**src/rtl/fir_pkg.sv**
```systemverilog
// Shared types and default sizing for the FIR tap-chain sequencer.
// Widths here are also used by the tap-register chain itself.
package fir_pkg;

  typedef enum logic [2:0] {
    IDLE,
    SHIFT,
    LOAD,
    MAC,
    DONE
  } fir_state_e;

  localparam int TAPS  = 8;
  localparam int BITSX = 16;
  localparam int BITSC = 16;

  // Sum of Taps full-precision products never overflows this width.
  function automatic int acc_w(input int bx, input int bc, input int taps);
    return bx + bc + $clog2(taps);
  endfunction

  localparam int ACCW = acc_w(BITSX, BITSC, TAPS);

endpackage

```
**src/rtl/fir_mac.sv**
```systemverilog
// Signed multiply-accumulate with synchronous clear and enable.
// The product is sign-extended into the accumulator at full precision.
module fir_mac #(
  parameter int BitsA = 16,
  parameter int BitsB = 16,
  parameter int AccW  = 35
) (
  input  logic                    clk,
  input  logic                    rst,
  input  logic                    clr,
  input  logic                    en,
  input  logic signed [BitsA-1:0] a,
  input  logic signed [BitsB-1:0] b,
  output logic signed [AccW-1:0]  acc
);

  logic signed [BitsA+BitsB-1:0] prod;

  assign prod = a * b;

  always_ff @(posedge clk) begin
    if (rst || clr) begin
      acc <= '0;
    end else if (en) begin
      acc <= acc + AccW'(prod);
    end
  end

endmodule

```
**src/rtl/fir_ctrl.sv**
```systemverilog
// FIR tap-chain sequencer: sample handshake, shift/load strobes,
// tap sweep and MAC result handshake.
module fir_ctrl
  import fir_pkg::*;
#(
  parameter int Taps  = TAPS,
  parameter int BitsX = BITSX,
  parameter int BitsC = BITSC,
  parameter int AccW  = acc_w(BitsX, BitsC, Taps),
  parameter int SelW  = $clog2(Taps)
) (
  input  logic                    clk,
  input  logic                    rst,
  input  logic                    in_valid,
  input  logic        [BitsX-1:0] in_data,
  output logic                    in_ready,
  output logic        [BitsX-1:0] datta,
  output logic                    stm,
  output logic                    ldx,
  output logic        [SelW-1:0]  tap_sel,
  input  logic signed [BitsX-1:0] tap_x,
  input  logic signed [BitsC-1:0] coef,
  output logic                    out_valid,
  input  logic                    out_ready,
  output logic signed [AccW-1:0]  y
);

  localparam logic [SelW-1:0] LAST = SelW'(Taps - 1);

  fir_state_e state;
  logic       clr;
  logic       en;

  assign clr = (state == LOAD);
  assign en  = (state == MAC);

  fir_mac #(
    .BitsA(BitsX),
    .BitsB(BitsC),
    .AccW (AccW)
  ) u_mac (
    .clk(clk),
    .rst(rst),
    .clr(clr),
    .en (en),
    .a  (tap_x),
    .b  (coef),
    .acc(y)
  );

  // Strobes default low every cycle so each lasts exactly one cycle.
  always_ff @(posedge clk) begin
    if (rst) begin
      state     <= IDLE;
      in_ready  <= 1'b1;
      datta     <= '0;
      stm       <= 1'b0;
      ldx       <= 1'b0;
      tap_sel   <= '0;
      out_valid <= 1'b0;
    end else begin
      stm <= 1'b0;
      ldx <= 1'b0;
      unique case (state)
        IDLE: begin
          if (in_valid && in_ready) begin
            datta    <= in_data;
            in_ready <= 1'b0;
            stm      <= 1'b1;
            state    <= SHIFT;
          end
        end
        SHIFT: begin
          ldx     <= 1'b1;
          tap_sel <= '0;
          state   <= LOAD;
        end
        LOAD: begin
          state <= MAC;
        end
        MAC: begin
          if (tap_sel == LAST) begin
            tap_sel   <= '0;
            out_valid <= 1'b1;
            state     <= DONE;
          end else begin
            tap_sel <= tap_sel + 1'b1;
          end
        end
        DONE: begin
          if (out_ready) begin
            out_valid <= 1'b0;
            in_ready  <= 1'b1;
            state     <= IDLE;
          end
        end
        default: state <= IDLE;
      endcase
    end
  end

endmodule

```
**config.mk**
```make
export PLATFORM = sky130hd
export DESIGN_NAME = fir_ctrl
export DESIGN_NICKNAME = d
export VERILOG_FILES = /design/src/rtl/fir_pkg.sv /design/src/rtl/fir_mac.sv /design/src/rtl/fir_ctrl.sv
export SDC_FILE = /design/constraint.sdc
export NUM_CORES = 1
export LEC_CHECK = 0
export CAP_MARGIN = 0
export CORE_MARGIN = 1
export CORE_UTILIZATION = 30
export CTS_BUF_LIST = sky130_fd_sc_hd__clkbuf_2 sky130_fd_sc_hd__clkbuf_4 sky130_fd_sc_hd__clkbuf_8
export CTS_CLUSTER_SIZE = 12
export DETAILED_ROUTE_END_ITERATION = 10
export HOLD_SLACK_MARGIN = 0.08
export SKIP_CTS_REPAIR_TIMING = 1
export SYNTH_ARGS = -nofsm -noshare
export SYNTH_HDL_FRONTEND = slang
export SYNTH_SLANG_ARGS = --single-unit
```
**constraint.sdc**
```tcl
create_clock -name clk -period 7.31 [get_ports clk]
set_input_delay 1.462 -clock clk [delete_from_list [all_inputs] [get_ports clk]]
set_output_delay 1.462 -clock clk [all_outputs]
set_load 0.1 [all_outputs]
```
==> flow_summary_export.csv, run 1 <==
group,metric,value,unit
routing,drc_errors,0,
global_routing,grt_pass1_wl,60100,um
run_status,outcome,"finished, final reports clean",
synthesis,syn-num-nets,1962,
timing,timing.final.ws_setup,0.184,ns
critical_path,slowest_delay,0.60,ns
place,pre_cts_slack,-0.410,ns
synthesis,syn_inst,1494,
timing,timing.slew.headroom,0.309,
global_routing,grt_pass1_vias,11718,
critical_path,cp_max_fo,5,
routing,dr.pass1.iters,5,
routing,wl,35600,um
place,place_hpwl,30300,um
synthesis,synth_area,13600,um^2
timing,fmax,0.140,GHz
routing,routedWlPerCell,15.3,um
clock_tree,clkLatencyLatePin,0.36,ns
synthesis,synth_top_area_share,0.456,
synthesis,ys_warn_count,0,
timing,worstMarginPinSlew,1.03,ns
floorplan,core,44500,um^2
timing,finalSetupViolCount,0,
global_routing,grt_max_degree,41,
floorplan,ios,110,
floorplan,die_y,215,um
timing,period_share,0.975,
global_routing,antenna_found_initial,0,
hold_path,hold_path.class,"flip-flop to flip-flop",
routing,dr.first_iter.drc_count,502,
finish,final_common_cell,"inv_1",
critical_path,crit_required,7.54,ns
timing,slew_viol_final,0,
synthesis,synth_cell_type_count,58,
synthesis,synth_edf_count,0,
job,cap_violations,0,
floorplan,row_count,77,
critical_path,worstSetupEndpointType,"flip-flop",
place,placed_cells,2290,
global_routing,track_usage,0.162,
synthesis,ys_seq_area_frac,0.0898,
synthesis,synth.largest_area_cell,"fa_1",
clock_tree,htreeDepth,3,
critical_path,start_kind,"input port",
synthesis,ys_seq_elements,61,
clock_tree,clock-root-buffer,"clkbuf_8",
finish,area_delta_synth_final,26.2,%
synthesis,yosys-top-cells-area,"fa_1 46%, ha_1 9.8%, inv_1 9.6%",
clock_tree,clk_pin_slew,0.07,ns
place,gp_congestion,0.865,
synthesis,avgSynthCellArea,9.10,um^2
clock_tree,cts_made_buffers,9,
synthesis,ys.flop_type,"dfxtp_1",
floorplan,dieArea,46200,um^2
clock_tree,cts_num_sinks,61,
routing,drtAntennaViolNets,0,
timing,hold_violations,0,
finish,final_cell_mix,"343 x inv_1, 303 x fa_1, 213 x nand2_1",
routing,dr_total_vias,10505,
floorplan,start_util,0.306,
critical_path,slowest_stage,"fa_1",
timing,finClkSkew,0.00572,ns
finish,drive_above_1_share,0.140,
floorplan,die_x,215,um
global_routing,overflow,0,
finish,nets,2195,
clock_tree,cts_tree,"built",
finish,instances_no_fill,2324,
timing,period_minus_slack,7.13,ns
routing,vias_per_cell,4.52,
synthesis,async_flop_share,0,
critical_path,criticalPathCategory,"input port to flip-flop",
clock_tree,clk_path_buf_depth,2,
place,io_buffers,109,
critical_path,cp.arrival,7.35,ns
finish,n_antenna_cell,0,
==> cells in the mapped netlist, drive strengths merged (2+ instances only) <==
master   count
ha         106
mux2i        3
inv        349
a21oi       73
o2111ai      2
nand2b       5
dfxtp       61
o21ai       16
o21bai       3
nand2      218
o21a         7
nor4         5
fa         310
nor3        12
a31oi        8
nand3b       3
nand3       17
a21boi       3
and3         8
nor2b        6
nand4        4
o211ai       7
xnor2       20
buf          4
a211oi       5
and2       124
nor2        33
xor2        11
a21o        11
clkbuf      50
==> layout make-up <==
class / instances / area, um^2
inverter: 349 / 1310
sequential: 61 / 1220
timing repair buffer: 277 / 2630
fill: 4470 / 27300
clock buffer: 12 / 159
tap: 592 / 741
multi-input combinational: 1029 / 11100
clock inverter: 4 / 22.5
==> worst paths after layout <==
check | start | to | slack [ns] | depth (start not counted)
min | datta[0] | datta[0] | 0.45 | 2
min reg2reg | datta[0] | datta[0] | 0.45 | 2
max | tap_x[7] | u_mac.acc[34] | 0.18 | 25
max reg2reg | u_mac.acc[15] | u_mac.acc[34] | 2.10 | 20
==> cell families (layout without fill, tap and decap cells) <==
group | after synthesis | after routing | synth area share
AOI/OAI and AO/OA | 139 | 139 | 0.0651
DFF | 61 | 61 | 0.0898
adders and majority gates | 416 | 416 | 0.554
buffers and inverters | 404 | 642 | 0.114
muxes | 3 | 3 | 0.00221
and+or+nand+nor | 440 | 440 | 0.155
xor gates and xnor gates | 31 | 31 | 0.0200
==> registers in the layout (all words and copies together) (netlist names) <==
signal,cells
out_valid,1
stm,1
in_ready,1
ldx,1
state,3
u_mac.acc,35
datta,16
tap_sel,3
==> critical path: cells and delay by family <==
| family | cells | cell delay [ns] |
|---|---|---|
| XOR/XNOR | 1 | 0.13 |
| adder cells (fa/ha/maj) | 7 | 3.35 |
| buffers and inverters | 8 | 1.05 |
| AO/OA/AOI/OAI | 6 | 0.87 |
| AND/OR/NAND/NOR | 3 | 0.50 |
==> metrics by stage <==
step	instance area (um^2)	hold WS, ns	setup TNS (ns)	util
finish	17200	0.452	0	0.386
global route	17200	0.490	-0.0517	0.386
CTS	16700	0.457	-0.152	0.375
detailed placement	16500	0.447	-4.12	0.371
global placement	16500	0.441	-3.34	0.371
floorplan	13600	0.562	0	-
==> routing by layer <==
layer,part of all wire,GRT usage
met4,0.013,0.0281
met1,0.46,0.224
met3,0.050,0.0238
met5,0,0
met2,0.48,0.269
Power of run 1 is not shown: default switching activity piles up to over one toggle a cycle in this logic, so the estimate is an artifact.
==> inputs of run 2 (changes only) <==
--- a/config.mk
+++ b/config.mk
@@ -7,7 +7,7 @@
 export LEC_CHECK = 0
 export CAP_MARGIN = 0
 export CORE_MARGIN = 1
-export CORE_UTILIZATION = 30
+export CORE_UTILIZATION = 37
 export CTS_BUF_LIST = sky130_fd_sc_hd__clkbuf_2 sky130_fd_sc_hd__clkbuf_4 sky130_fd_sc_hd__clkbuf_8
 export CTS_CLUSTER_SIZE = 12
 export DETAILED_ROUTE_END_ITERATION = 10
==> constraint.sdc (replaced) <==
create_clock -name clk -period 7.55 [get_ports clk]
set_input_delay 1.51 -clock clk [delete_from_list [all_inputs] [get_ports clk]]
set_output_delay 1.51 -clock clk [all_outputs]
set_load 0.1 [all_outputs]
==> run 2 against run 1 <==
  * Design area decreased by 4.8%
  * Global-route usage increased by 2.9 points
  * Sequential share of layout area increased by 0.36 points
  * Final cell count decreased by 8.2%
  * Die area decreased by 19%
  * Non-clock buffer count decreased by 59
  * Sequential cell count unchanged
  * Clock skew increased by 0.0088 ns
  * Via count decreased by 1.9%
  * Critical path depth decreased by 3
  * Critical path type unchanged
  * Critical endpoint is now u_mac.acc[31]
==> flow_summary_export.csv, run 2 (same netlist as run 1, synthesis figures left out) <==
group,metric,value,unit
run_status,outcome,"finished, final reports clean",
critical_path,crit_required,7.79,ns
routing,wl,33400,um
clock_tree,cts_num_sinks,61,
job,cap_violations,0,
floorplan,core,35800,um^2
floorplan,row_count,69,
place,postPlaceCellArea,16000,um^2
finish,final_cell_mix,"347 x inv_1, 309 x fa_1, 218 x nand2_1",
clock_tree,clk_pin_slew,0.08,ns
finish,reg_top3,"u_mac.acc: 35 flops, datta: 16 flops",
critical_path,cp_max_fo,8,
critical_path,crit-reg2reg-launch,"u_mac.acc[15]",
critical_path,worstSetupEndpointType,"flip-flop",
timing,worst_hold_slack,0.457,ns
floorplan,dieArea,37500,um^2
finish,largest_reg_flops,35,
floorplan,die_x,194,um
critical_path,critPathTopFamily,"adder cells",
timing,period_minus_slack,7.30,ns
clock_tree,clk_path_buf_depth,2,
finish,drive_above_1_share,0.0903,
clock_tree,clkLatencyLatePin,0.36,ns
floorplan,start_util,0.380,
place,gp_congestion,0.855,
routing,routedWlPerCell,15.6,um
global_routing,grt_max_degree,33,
routing,dr.pass1.iters,5,
finish,n_antenna_cell,0,
hold_path,hold_path.class,"flip-flop to flip-flop",
critical_path,r2r_slack,2.36,ns
global_routing,track_usage,0.191,
timing,timing.slew.headroom,0.271,
finish,area_delta_synth_final,20.1,%
place,place_hpwl,29000,um
hold_path,hp-start,"datta[0]",
clock_tree,htreeDepth,3,
routing,drc_errors,0,
global_routing,grt_pass1_wl,57700,um
timing,worstMarginPinSlew,1.09,ns
global_routing,antenna_found_initial,0,
clock_tree,clock-root-buffer,"clkbuf_8",
critical_path,slowest_delay,0.57,ns
finish,instances_no_fill,2134,
critical_path,path_buf_inv,7,
hold_path,min_delay_worst_endpoint,"datta[0]",
critical_path,r2r_end,"u_mac.acc[34]",
timing,finalSetupViolCount,0,
hold_path,hold_path_depth,2,
timing,period_share,0.967,
timing,timing.final.ws_setup,0.249,ns
critical_path,path_cells,"clkdlybuf4s50_1, buf_12, nand2_1, inv_2, fa_2, buf_4, fa_1, buf_4, fa_1, fa_1, fa_1, inv_1, fa_1, inv_1, ha_1, and3_1, nand2_1, a21boi_0, a2111oi_4, o21bai_1, mux2i_1, nand2_1",
global_routing,overflow,0,
finish,nets,2136,
clock_tree,cts_tree,"built",
timing,finClkSkew,0.0145,ns
critical_path,path_common_cell,"fa_1",
critical_path,r2r_cells,19,
critical_path,start_kind,"input port",
place,io_buffers,109,
floorplan,die_y,194,um
timing,slew_viol_final,0,
routing,drtAntennaViolNets,0,
timing,hold_violations,0,
global_routing,grt_pass1_vias,11414,
place,pre_cts_slack,-0.198,ns
critical_path,criticalPathCategory,"input port to flip-flop",
clock_tree,cts_made_buffers,9,
finish,final_cell_area,16300,um^2
critical_path,slowest_stage,"fa_1",
finish,regMostFlops,"u_mac.acc",
routing,dr_total_vias,10304,
place,placed_cells,2116,
floorplan,ios,110,
routing,dr.first_iter.drc_count,466,
finish,final_common_cell,"inv_1",
critical_path,cp.arrival,7.54,ns
timing,fmax,0.137,GHz
routing,vias_per_cell,4.83,
run 2: changes by cell type in the layout (fill, tap and decap cells not counted), moves of 5 or more:
cell | before | now
buf_4 | 134 | 94
fa_2 | 7 | 1
fa_1 | 303 | 309
dlymetal6s2s_1 | 15 | 1
nand2_1 | 213 | 218
clkdlybuf4s50_1 | 94 | 108
nand2_2 | 5 | 0
buf_6 | 19 | 0
run 2: how the worst max path moves through the flow:
stage,from,end,slack (ns),cells after the start
floorplan,tap_x[15],u_mac.acc[34],0.38,22
global placement,tap_x[15],u_mac.acc[33],-0.11,22
detailed placement,tap_x[15],u_mac.acc[33],-0.20,22
CTS,tap_x[15],u_mac.acc[33],0.17,22
global route,coef[2],u_mac.acc[33],-0.06,22
finish,coef[1],u_mac.acc[31],0.25,22
run 2: through the flow:
step	util	setup TNS, ns
2_1_floorplan	-	0
3_3_place_gp	0.447	-0.447
3_5_place_dp	0.447	-1.14
4_1_cts	0.454	0
5_1_grt	0.456	-0.108
6_report	0.456	0
run 2: tightest hold or removal path: stages, from the launching register on:
cell and delay (ns):
dfxtp_1 0.31, nand2_1 0.05, a21oi_1 0.05
run 2: final cells by class:
class | instances | area, um^2
Multi-Input combinational cell | 1029 | 10900
Clock buffer | 9 | 124
Sequential cell | 61 | 1220
Clock inverter | 7 | 97.6
Inverter | 349 | 1310
Timing Repair Buffer | 218 | 2100
Tap cell | 461 | 577
Fill cell | 3451 | 19500
run 2: metal layers:
metal  vias to the layer above  share of wire  routed length (um)  GRT usage
met3                        49          0.041                1360     0.0207
met4                         0          0.019                 637     0.0439
met1                      5238           0.46               15200      0.261
met2                       216           0.48               16100      0.324
met5                         -              0                   0          0
li1                       4801              -                   -          -
Power of run 2 is left out for the same reason.
==> inputs of run 3 (changes only) <==
--- a/config.mk
+++ b/config.mk
@@ -6,12 +6,12 @@
 export NUM_CORES = 1
 export LEC_CHECK = 0
 export CAP_MARGIN = 0
-export CORE_MARGIN = 1
+export CORE_MARGIN = 3
 export CORE_UTILIZATION = 37
 export CTS_BUF_LIST = sky130_fd_sc_hd__clkbuf_2 sky130_fd_sc_hd__clkbuf_4 sky130_fd_sc_hd__clkbuf_8
-export CTS_CLUSTER_SIZE = 12
 export DETAILED_ROUTE_END_ITERATION = 10
 export HOLD_SLACK_MARGIN = 0.08
+export PLACE_DENSITY_LB_ADDON = 0.05
 export SKIP_CTS_REPAIR_TIMING = 1
 export SYNTH_ARGS = -nofsm -noshare
 export SYNTH_HDL_FRONTEND = slang
==> run 3 against run 2 <==
  * Highest routed layer unchanged
  * Sequential cell count is the same
  * Design area is essentially flat
  * Routed wire length grew 4.3%
  * Critical path type unchanged
  * Clock skew is essentially flat
  * Global-route usage grew 0.13 points
  * First-iteration DRC count shrank 37%
  * Non-clock buffer count shrank 3
  * Critical endpoint is now u_mac.acc[27]
==> flow_summary_export.csv, run 3 (same netlist as run 1, synthesis figures left out) <==
group,metric,value,unit
floorplan,ios,110,
finish,instances_no_fill,2131,
floorplan,die_x,198,um
finish,reg_top3,"u_mac.acc: 35 flops, datta: 16 flops",
place,postPlaceCellArea,16100,um^2
place,io_buffers,109,
critical_path,start_kind,"input port",
critical_path,cp_max_fo,8,
critical_path,slowest_delay,0.53,ns
floorplan,dieArea,39100,um^2
critical_path,path_buf_inv,7,
run_status,outcome,"finished, final reports clean",
place,place_hpwl,30300,um
hold_path,hold_path.class,"flip-flop to flip-flop",
timing,slew_viol_final,0,
finish,final_common_cell,"inv_1",
timing,hold_violations,0,
timing,rsz0062_at_grt,"false",
finish,regMostFlops,"u_mac.acc",
timing,finalSetupViolCount,0,
critical_path,critPathTopFamily,"adder cells",
timing,finClkSkew,0.0145,ns
critical_path,criticalPathCategory,"input port to flip-flop",
critical_path,path_cells,"clkdlybuf4s50_1, buf_4, nand2_1, inv_1, fa_1, fa_1, inv_1, fa_1, inv_1, fa_1, fa_1, inv_1, fa_1, inv_1, ha_1, o21ai_0, o21bai_2, a21oi_4, a21boi_4, o21ai_1, a21o_1, a31oi_1, mux2i_1, a21oi_1",
routing,drtAntennaViolNets,0,
critical_path,path_common_cell,"fa_1",
global_routing,grt_pass1_wl,59700,um
global_routing,antenna_found_initial,0,
finish,nets,2133,
floorplan,start_util,0.379,
routing,dr_total_vias,10087,
global_routing,grt_pass1_vias,11334,
floorplan,row_count,69,
routing,vias_per_cell,4.73,
clock_tree,cts_num_sinks,61,
clock_tree,cts_tree,"built",
critical_path,crit_required,7.76,ns
floorplan,die_y,198,um
finish,final_cell_mix,"349 x inv_1, 310 x fa_1, 218 x nand2_1",
timing,period_minus_slack,7.30,ns
timing,timing.slew.headroom,0.271,
timing,fmax,0.137,GHz
clock_tree,htreeDepth,3,
finish,area_delta_synth_final,20.1,%
finish,nFillCells,3588,
critical_path,cp.arrival,7.50,ns
critical_path,slowest_stage,"fa_1",
routing,dr.first_iter.drc_count,295,
clock_tree,clk_pin_slew,0.07,ns
global_routing,track_usage,0.192,
routing,wl,34800,um
global_routing,grt_max_degree,33,
place,placed_cells,2114,
routing,dr.pass1.iters,5,
routing,routedWlPerCell,16.3,um
timing,worstMarginPinSlew,1.09,ns
critical_path,worstSetupEndpointType,"flip-flop",
clock_tree,clock-root-buffer,"clkbuf_8",
timing,fin_tns_setup,0,ns
floorplan,core,35900,um^2
timing,period_share,0.967,
finish,drive_above_1_share,0.0862,
place,gp_congestion,0.821,
clock_tree,cts_made_buffers,9,
timing,worst_hold_slack,0.456,ns
clock_tree,clk_path_buf_depth,2,
finish,n_antenna_cell,0,
routing,drc_errors,0,
job,cap_violations,0,
finish,final_cell_area,16300,um^2
global_routing,overflow,0,
finish,largest_reg_flops,35,
clock_tree,clkLatencyLatePin,0.36,ns
==> run 3: cell types whose count changed in the layout (fill, tap and decap cells not counted), sizes merged <==
| cell | change |
|---|---|
| buf | -3 |
| bufinv | -1 |
| clkbuf | +1 |
| clkinv | +1 |
| clkinvlp | -1 |
==> run 3: worst min-delay path: cells and delay by family, from the launching register on <==
kind	cells	cell delay, ns
AO/OA/AOI/OAI	1	0.05
AND/OR/NAND/NOR	1	0.05
flip-flops	1	0.31
==> run 3: worst paths after layout <==
path,start,end,slack (ns),cells after the start
hold reg to reg,datta[1],datta[1],0.46,2
setup / recovery,coef[1],u_mac.acc[27],0.25,24
hold / removal,datta[1],datta[1],0.46,2
setup reg to reg,u_mac.acc[15],u_mac.acc[34],2.36,19
==> run 3: metrics by stage <==
stage	util	setup slack [ns]
floorplan	-	0.380
global placement	0.448	-0.122
detailed placement	0.448	-0.157
CTS	0.453	0.212
global route	0.455	0.000237
finish	0.455	0.253
==> run 3: layout make-up <==
cell class	instances	area, um^2	area share
clock buffer	10	131	0.00804
clock inverter	6	72.6	0.00444
inverter	349	1310	0.0802
multi-input combinational	1029	10900	0.666
sequential	61	1220	0.0748
tap	461	577	0.0353
timing repair buffer	215	2140	0.131
==> run 3: routing by layer <==
layer	share of wire	track usage	routed length, um
met1	0.47	0.268	16200
met2	0.49	0.330	17100
met3	0.032	0.0248	1100
met4	0.011	0.0246	381
met5	0	0	0
Power of run 3 is left out for the same reason.
